[src/rtl/mem_read_arbiter.sv]
// Two-requester arbiter for a single SDRAM read port: captures each side's read
// request, issues one transfer at a time downstream and steers the data stream.
module mem_read_arbiter #(
    parameter int ARB_MODE   = 0,
    parameter int DATA_WIDTH = 32,
    parameter int ADDR_WIDTH = 32,
    parameter int WORD_BYTES = DATA_WIDTH / 8
) (
    input  logic                  clk,
    input  logic                  rst_n,

    input  logic                  req0_control_go_i,
    input  logic [ADDR_WIDTH-1:0] req0_control_base_i,
    input  logic [ADDR_WIDTH-1:0] req0_control_length_i,
    output logic                  req0_control_done_o,
    input  logic                  req0_user_re_i,
    output logic [DATA_WIDTH-1:0] req0_user_data_o,
    output logic                  req0_user_available_o,

    input  logic                  req1_control_go_i,
    input  logic [ADDR_WIDTH-1:0] req1_control_base_i,
    input  logic [ADDR_WIDTH-1:0] req1_control_length_i,
    output logic                  req1_control_done_o,
    input  logic                  req1_user_re_i,
    output logic [DATA_WIDTH-1:0] req1_user_data_o,
    output logic                  req1_user_available_o,

    output logic                  mem_control_go_o,
    output logic [ADDR_WIDTH-1:0] mem_control_base_o,
    output logic [ADDR_WIDTH-1:0] mem_control_length_o,
    input  logic                  mem_control_done_i,
    output logic                  mem_user_re_o,
    input  logic [DATA_WIDTH-1:0] mem_user_data_i,
    input  logic                  mem_user_available_i,

    output logic [1:0]            grant_o
);

    localparam logic [1:0] ST_IDLE  = 2'd0;
    localparam logic [1:0] ST_ISSUE = 2'd1;
    localparam logic [1:0] ST_BUSY  = 2'd2;
    localparam logic [1:0] ST_DONE  = 2'd3;

    localparam logic [ADDR_WIDTH-1:0] WORD_BYTES_W = ADDR_WIDTH'(WORD_BYTES);

    logic [1:0]            go_in;
    logic [1:0]            re_in;
    logic [ADDR_WIDTH-1:0] base_in [2];
    logic [ADDR_WIDTH-1:0] len_in  [2];

    logic [1:0]            capture;
    logic [1:0]            issue_clr;
    logic [1:0]            done_out;
    logic [1:0]            avail_out;
    logic [DATA_WIDTH-1:0] data_out [2];

    logic [1:0]            state_q, state_d;
    logic [1:0]            pending_q, pending_d;
    logic                  rr_ptr_q, rr_ptr_d;
    logic [1:0]            grant_q, grant_d;
    logic [ADDR_WIDTH-1:0] word_cnt_q, word_cnt_d;
    logic [ADDR_WIDTH-1:0] expected_q, expected_d;
    logic                  done_seen_q, done_seen_d;
    logic [ADDR_WIDTH-1:0] base_q [2];
    logic [ADDR_WIDTH-1:0] len_q  [2];
    logic [ADDR_WIDTH-1:0] mem_base_q, mem_base_d;
    logic [ADDR_WIDTH-1:0] mem_len_q, mem_len_d;

    logic                  busy;
    logic                  pick;
    logic                  pop;
    logic                  done_now;
    logic [ADDR_WIDTH-1:0] cnt_next;

    assign go_in      = {req1_control_go_i, req0_control_go_i};
    assign re_in      = {req1_user_re_i, req0_user_re_i};
    assign base_in[0] = req0_control_base_i;
    assign base_in[1] = req1_control_base_i;
    assign len_in[0]  = req0_control_length_i;
    assign len_in[1]  = req1_control_length_i;

    assign busy = (state_q == ST_BUSY);

    generate
        for (genvar gi = 0; gi < 2; gi++) begin : g_req
            // A go while already pending or while owning the port is a protocol violation and dropped.
            assign capture[gi]   = go_in[gi] && !pending_q[gi] && !grant_q[gi];
            assign issue_clr[gi] = (state_q == ST_ISSUE) && grant_q[gi];
            assign pending_d[gi] = capture[gi] || (pending_q[gi] && !issue_clr[gi]);

            assign avail_out[gi] = busy && grant_q[gi] && mem_user_available_i;
            assign data_out[gi]  = (busy && grant_q[gi]) ? mem_user_data_i : '0;
            assign done_out[gi]  = (state_q == ST_DONE) && grant_q[gi];
        end
    endgenerate

    assign req0_control_done_o   = done_out[0];
    assign req0_user_available_o = avail_out[0];
    assign req0_user_data_o      = data_out[0];
    assign req1_control_done_o   = done_out[1];
    assign req1_user_available_o = avail_out[1];
    assign req1_user_data_o      = data_out[1];

    assign mem_control_go_o     = (state_q == ST_ISSUE);
    assign mem_control_base_o   = mem_base_q;
    assign mem_control_length_o = mem_len_q;
    assign mem_user_re_o        = busy && |(grant_q & re_in);
    assign grant_o              = grant_q;

    always_comb begin
        state_d     = state_q;
        rr_ptr_d    = rr_ptr_q;
        grant_d     = grant_q;
        word_cnt_d  = word_cnt_q;
        expected_d  = expected_q;
        done_seen_d = done_seen_q;
        mem_base_d  = mem_base_q;
        mem_len_d   = mem_len_q;
        pick        = 1'b0;
        pop         = mem_user_re_o && mem_user_available_i;
        cnt_next    = word_cnt_q + ADDR_WIDTH'(pop);
        done_now    = done_seen_q || mem_control_done_i;

        case (state_q)
            ST_IDLE: begin
                if (pending_q != 2'b00) begin
                    if (pending_q == 2'b11) begin
                        pick = (ARB_MODE == 1) ? 1'b0 : rr_ptr_q;
                    end else begin
                        pick = pending_q[1];
                    end
                    grant_d     = pick ? 2'b10 : 2'b01;
                    word_cnt_d  = '0;
                    done_seen_d = 1'b0;
                    expected_d  = len_q[pick] / WORD_BYTES_W;
                    mem_base_d  = base_q[pick];
                    mem_len_d   = len_q[pick];
                    state_d     = ST_ISSUE;
                end
            end
            ST_ISSUE: begin
                state_d = ST_BUSY;
            end
            ST_BUSY: begin
                word_cnt_d  = cnt_next;
                done_seen_d = done_now;
                // Release only once downstream is finished and every word has been popped.
                if (done_now && (cnt_next == expected_q)) begin
                    state_d = ST_DONE;
                end
            end
            ST_DONE: begin
                rr_ptr_d = grant_q[0];
                grant_d  = 2'b00;
                state_d  = ST_IDLE;
            end
            default: begin
                state_d = ST_IDLE;
            end
        endcase
    end

    always_ff @(posedge clk) begin
        if (!rst_n) begin
            state_q     <= ST_IDLE;
            pending_q   <= 2'b00;
            rr_ptr_q    <= 1'b0;
            grant_q     <= 2'b00;
            word_cnt_q  <= '0;
            expected_q  <= '0;
            done_seen_q <= 1'b0;
            mem_base_q  <= '0;
            mem_len_q   <= '0;
            for (int i = 0; i < 2; i++) begin
                base_q[i] <= '0;
                len_q[i]  <= '0;
            end
        end else begin
            state_q     <= state_d;
            pending_q   <= pending_d;
            rr_ptr_q    <= rr_ptr_d;
            grant_q     <= grant_d;
            word_cnt_q  <= word_cnt_d;
            expected_q  <= expected_d;
            done_seen_q <= done_seen_d;
            mem_base_q  <= mem_base_d;
            mem_len_q   <= mem_len_d;
            for (int i = 0; i < 2; i++) begin
                if (capture[i]) begin
                    base_q[i] <= base_in[i];
                    len_q[i]  <= len_in[i];
                end
            end
        end
    end

endmodule
[config.mk]
export PLATFORM = sky130hd
export DESIGN_NAME = mem_read_arbiter
export DESIGN_NICKNAME = d
export VERILOG_FILES = /design/src/rtl/mem_read_arbiter.sv
export SDC_FILE = /design/constraint.sdc
export NUM_CORES = 1
export LEC_CHECK = 0
export ABC_AREA = 1
export CAP_MARGIN = 10
export CORE_ASPECT_RATIO = 2
export CORE_MARGIN = 2
export CORE_UTILIZATION = 45
export CTS_CLUSTER_SIZE = 40
export DETAILED_ROUTE_END_ITERATION = 16
export GPL_ROUTABILITY_DRIVEN = 0
export GPL_TIMING_DRIVEN = 0
export HOLD_SLACK_MARGIN = 0.06
export PLACE_DENSITY = 0.79
export REMOVE_ABC_BUFFERS = 1
export SYNTH_ARGS = -nofsm -noshare
export SYNTH_HDL_FRONTEND = slang
export SYNTH_SLANG_ARGS = --single-unit
[constraint.sdc]
create_clock -name clk -period 3.8 [get_ports clk]
set_clock_uncertainty 0.15 [all_clocks]
set_input_delay 1.14 -clock clk [delete_from_list [all_inputs] [get_ports clk]]
set_output_delay 1.14 -clock clk [all_outputs]
set_load 0.01 [all_outputs]
==> impl_metrics.yaml <==
timing:
  fmax_ghz: 0.267
  final.setup.tns_ps: 0
  setup_viol: 0
  worst_pin_slew_ps: 1150
  report.final.slew_viol_count: 0
  hold_violations: 0
  finalWorstSetupSlack_ps: 51.9
  grt_setup_unrepaired: "yes"
  min_period_ps: 3750
  slew_headroom_pct: 23.2
  fin_crit_sh_pct: 98.6
drt:
  wl_per_cell_um: 16.8
  drt-met1-wl_um: 12700
  wirelength_um: 35200
  wl_met3_um: 1990
  ant_nets: 0
  num_vias: 10500
  avgViaCountPerCell: 5.02
  wl_met2_um: 18600
  remaining_drc_errors: 0
  drt-pass1-iter-count: 5
  highest_layer: "met4"
  drtIter0Drc: 637
power_and_ir_drop:
  ir_drop_mv: 0.440
  p_leak_nw: 6.61
  p_per_area_nw_per_um2: 495
logic_synthesis:
  synthDistinctLibCells: 32
  avgSynthCellArea_um2: 7.63
  synth-edff-count: 128
  yosysTopAreaCellShare_pct: 34.5
  yosysMostFrequentCell: "nand2_1"
  ys_ff_latch: 232
  seq_area_frac_synth_pct: 53.2
  synth_top_flop_cell: "edfxtp_1"
  yosys_warnings: 0
  synth_cells: 1461
  synth.area.top_cells: "edfxtp_1 (34%), dfxtp_1 (19%), nand2_1 (14%)"
  yosysTopAreaCell: "edfxtp_1"
  async_flop_share_pct: 0
  syn_area_um2: 11100
  ys_top_cells_by_count: "nand2_1 (418), nor2_1 (274), inv_1 (252), edfxtp_1 (128), dfxtp_1 (104)"
clock_network:
  clkLatencyLatePin_ps: 510
  clock_path_buffers: 3
  cts_hold_buffers: 0
  cts_made_buffers: 22
  cts.clk_slew.worst_paths_ps: 70
  numClockSinks: 232
  cts_tree: "done"
  cts.htree.levels: 1
  root_buffer: "clkbuf_16"
floorplanning:
  rows: 81
  core_area_um2: 24400
  die_w_um: 115
  initial_core_util_pct: 45.6
  fp.dieH_um: 227
  design.portCount: 304
  dieArea_um2: 26100
setup_path:
  path_cells: "clkdlybuf4s50_1, a22o_1, inv_1, nor2_1, clkdlybuf4s50_1"
  cp.arrival_ps: 2460
  critPathBufInv: 3
  cp_top_family: "buffers and inverters"
  startpoint: "req1_user_re_i"
  critPathKind: "input port to output pin"
  worstReg2RegStart: "state_q[0]"
  critical-path-slowest-cell: "clkdlybuf4s50_1"
  end_kind: "output pin"
  startpoint_type: "input port"
  worst_ep_required_time_ps: 2510
  crit_path_max_incr_delay_ps: 560
  path_max_fanout: 2
  crit_top_cell: "clkdlybuf4s50_1"
finish:
  drive_gt1_share_pct: 5.28
  nNetsFinal: 1920
  final_core_util_pct: 63.6
  fin_cells: 2096
  area_growth_pct: 39.2
place:
  dp_hpwl_um: 25200
  dp.cells: 2048
  io_buffers: 303
  post-place-ws_ps: -1030
global_route:
  antenna_found_initial: 4
  grt_pass1_vias: 10300
  grt_max_degree: 85
  track_usage_pct: 26.2
  overflow: 0
  grt_first_pass_wirelength_um: 52900
run:
  cap_violations: 0
min_path:
  hold_class: "flop to flop"
  worst_hold_startpoint: "done_seen_q"
status:
  status: "completed"
cell type report:
class,count,area (µm²)
Timing Repair Buffer,317,3320
Antenna cell,4,10.0
Multi-Input combinational cell,917,4190
Clock inverter,12,98.8
Inverter,255,960
Tap cell,332,415
Sequential cell,232,5930
Fill cell,2007,8900
Clock buffer,27,601
registers in the layout, summed over array words and instances (netlist names):
register / count
len_q: 64
base_q: 64
done_seen_q: 1
pending_q: 2
grant_o: 2
state_q: 2
word_cnt_q: 32
rr_ptr_q: 1
mem_control_base_o: 32
mem_control_length_o: 32
cells by family (layout without fill, tap and decap cells):
| kind of cell | count (synthesis) | in the layout | share of synthesized area (%) |
|---|---|---|---|
| xor+xnor | 5 | 5 | 0.528 |
| simple gates | 794 | 794 | 28.9 |
| buf+inv | 312 | 611 | 10.5 |
| flops | 232 | 232 | 53.2 |
| compound gates | 111 | 111 | 6.04 |
| fa+ha+maj | 7 | 7 | 0.786 |
| other cells | 0 | 4 | 0 |
path summary, 6_finish.rpt:
| kind | end | slack (ps) | cells past startpoint |
|---|---|---|---|
| max | mem_user_re_o | 50 | 5 |
| min | done_seen_q | 320 | 2 |
| max reg2reg | state_q[1] | 330 | 23 |
| min reg2reg | done_seen_q | 320 | 2 |
power by group:
group	switching, mW	leakage (nW)	internal (mW)
sequential	0.229	2.22	3.11
combinational	1.30	4.04	0.875
clock	0.970	0.350	1.20
total	2.50	6.61	5.19
tightest hold or removal path, cell delays in order, from the launching register on:
cell	delay, ps
dfxtp_1	310
nand2_1	60
a21oi_1	60
per-layer routing:
metal | global-route usage [%] | up-vias
met2 | 46.6 | 415
met1 | 29.5 | 4909
met4 | 15.0 | 0
met3 | 3.58 | 104
li1 | - | 5099
met5 | 0 | -
metrics by stage:
stage	cell area, µm²	power [mW]	hold slack [ps]
5_1_grt	15500	8.03	358
3_3_place_gp	14400	5.40	304
4_1_cts	15400	7.69	326
6_report	15500	7.69	324
3_5_place_dp	14600	5.52	316
2_1_floorplan	10900	4.37	286
cells in the final DEF (no fill, tap or decap), types with 8 or more instances in the layout:
master and n:
edfxtp_1 128, nand2_2 8, clkbuf_16 24, nor2_4 8, nand3_1 66, dfxtp_1 104
a221oi_1 8, inv_1 252, clkdlybuf4s50_1 303, nand2_1 411, a21oi_1 39, nor2_1 266
nand3b_1 10, nand2_4 8, a31oi_1 47
repair_timing:
| item | 4_1_cts | 5_1_grt |
|---|---|---|
| pin swaps | 0 | 5 |
| gates resized for setup | 6 | 17 |
| setup buffers | 0 | 4 |
| cloned | 0 | 0 |
| endpoints found under the setup margin | 68 | 40 |
No activity file was read; power rests on OpenSTA's default activity.
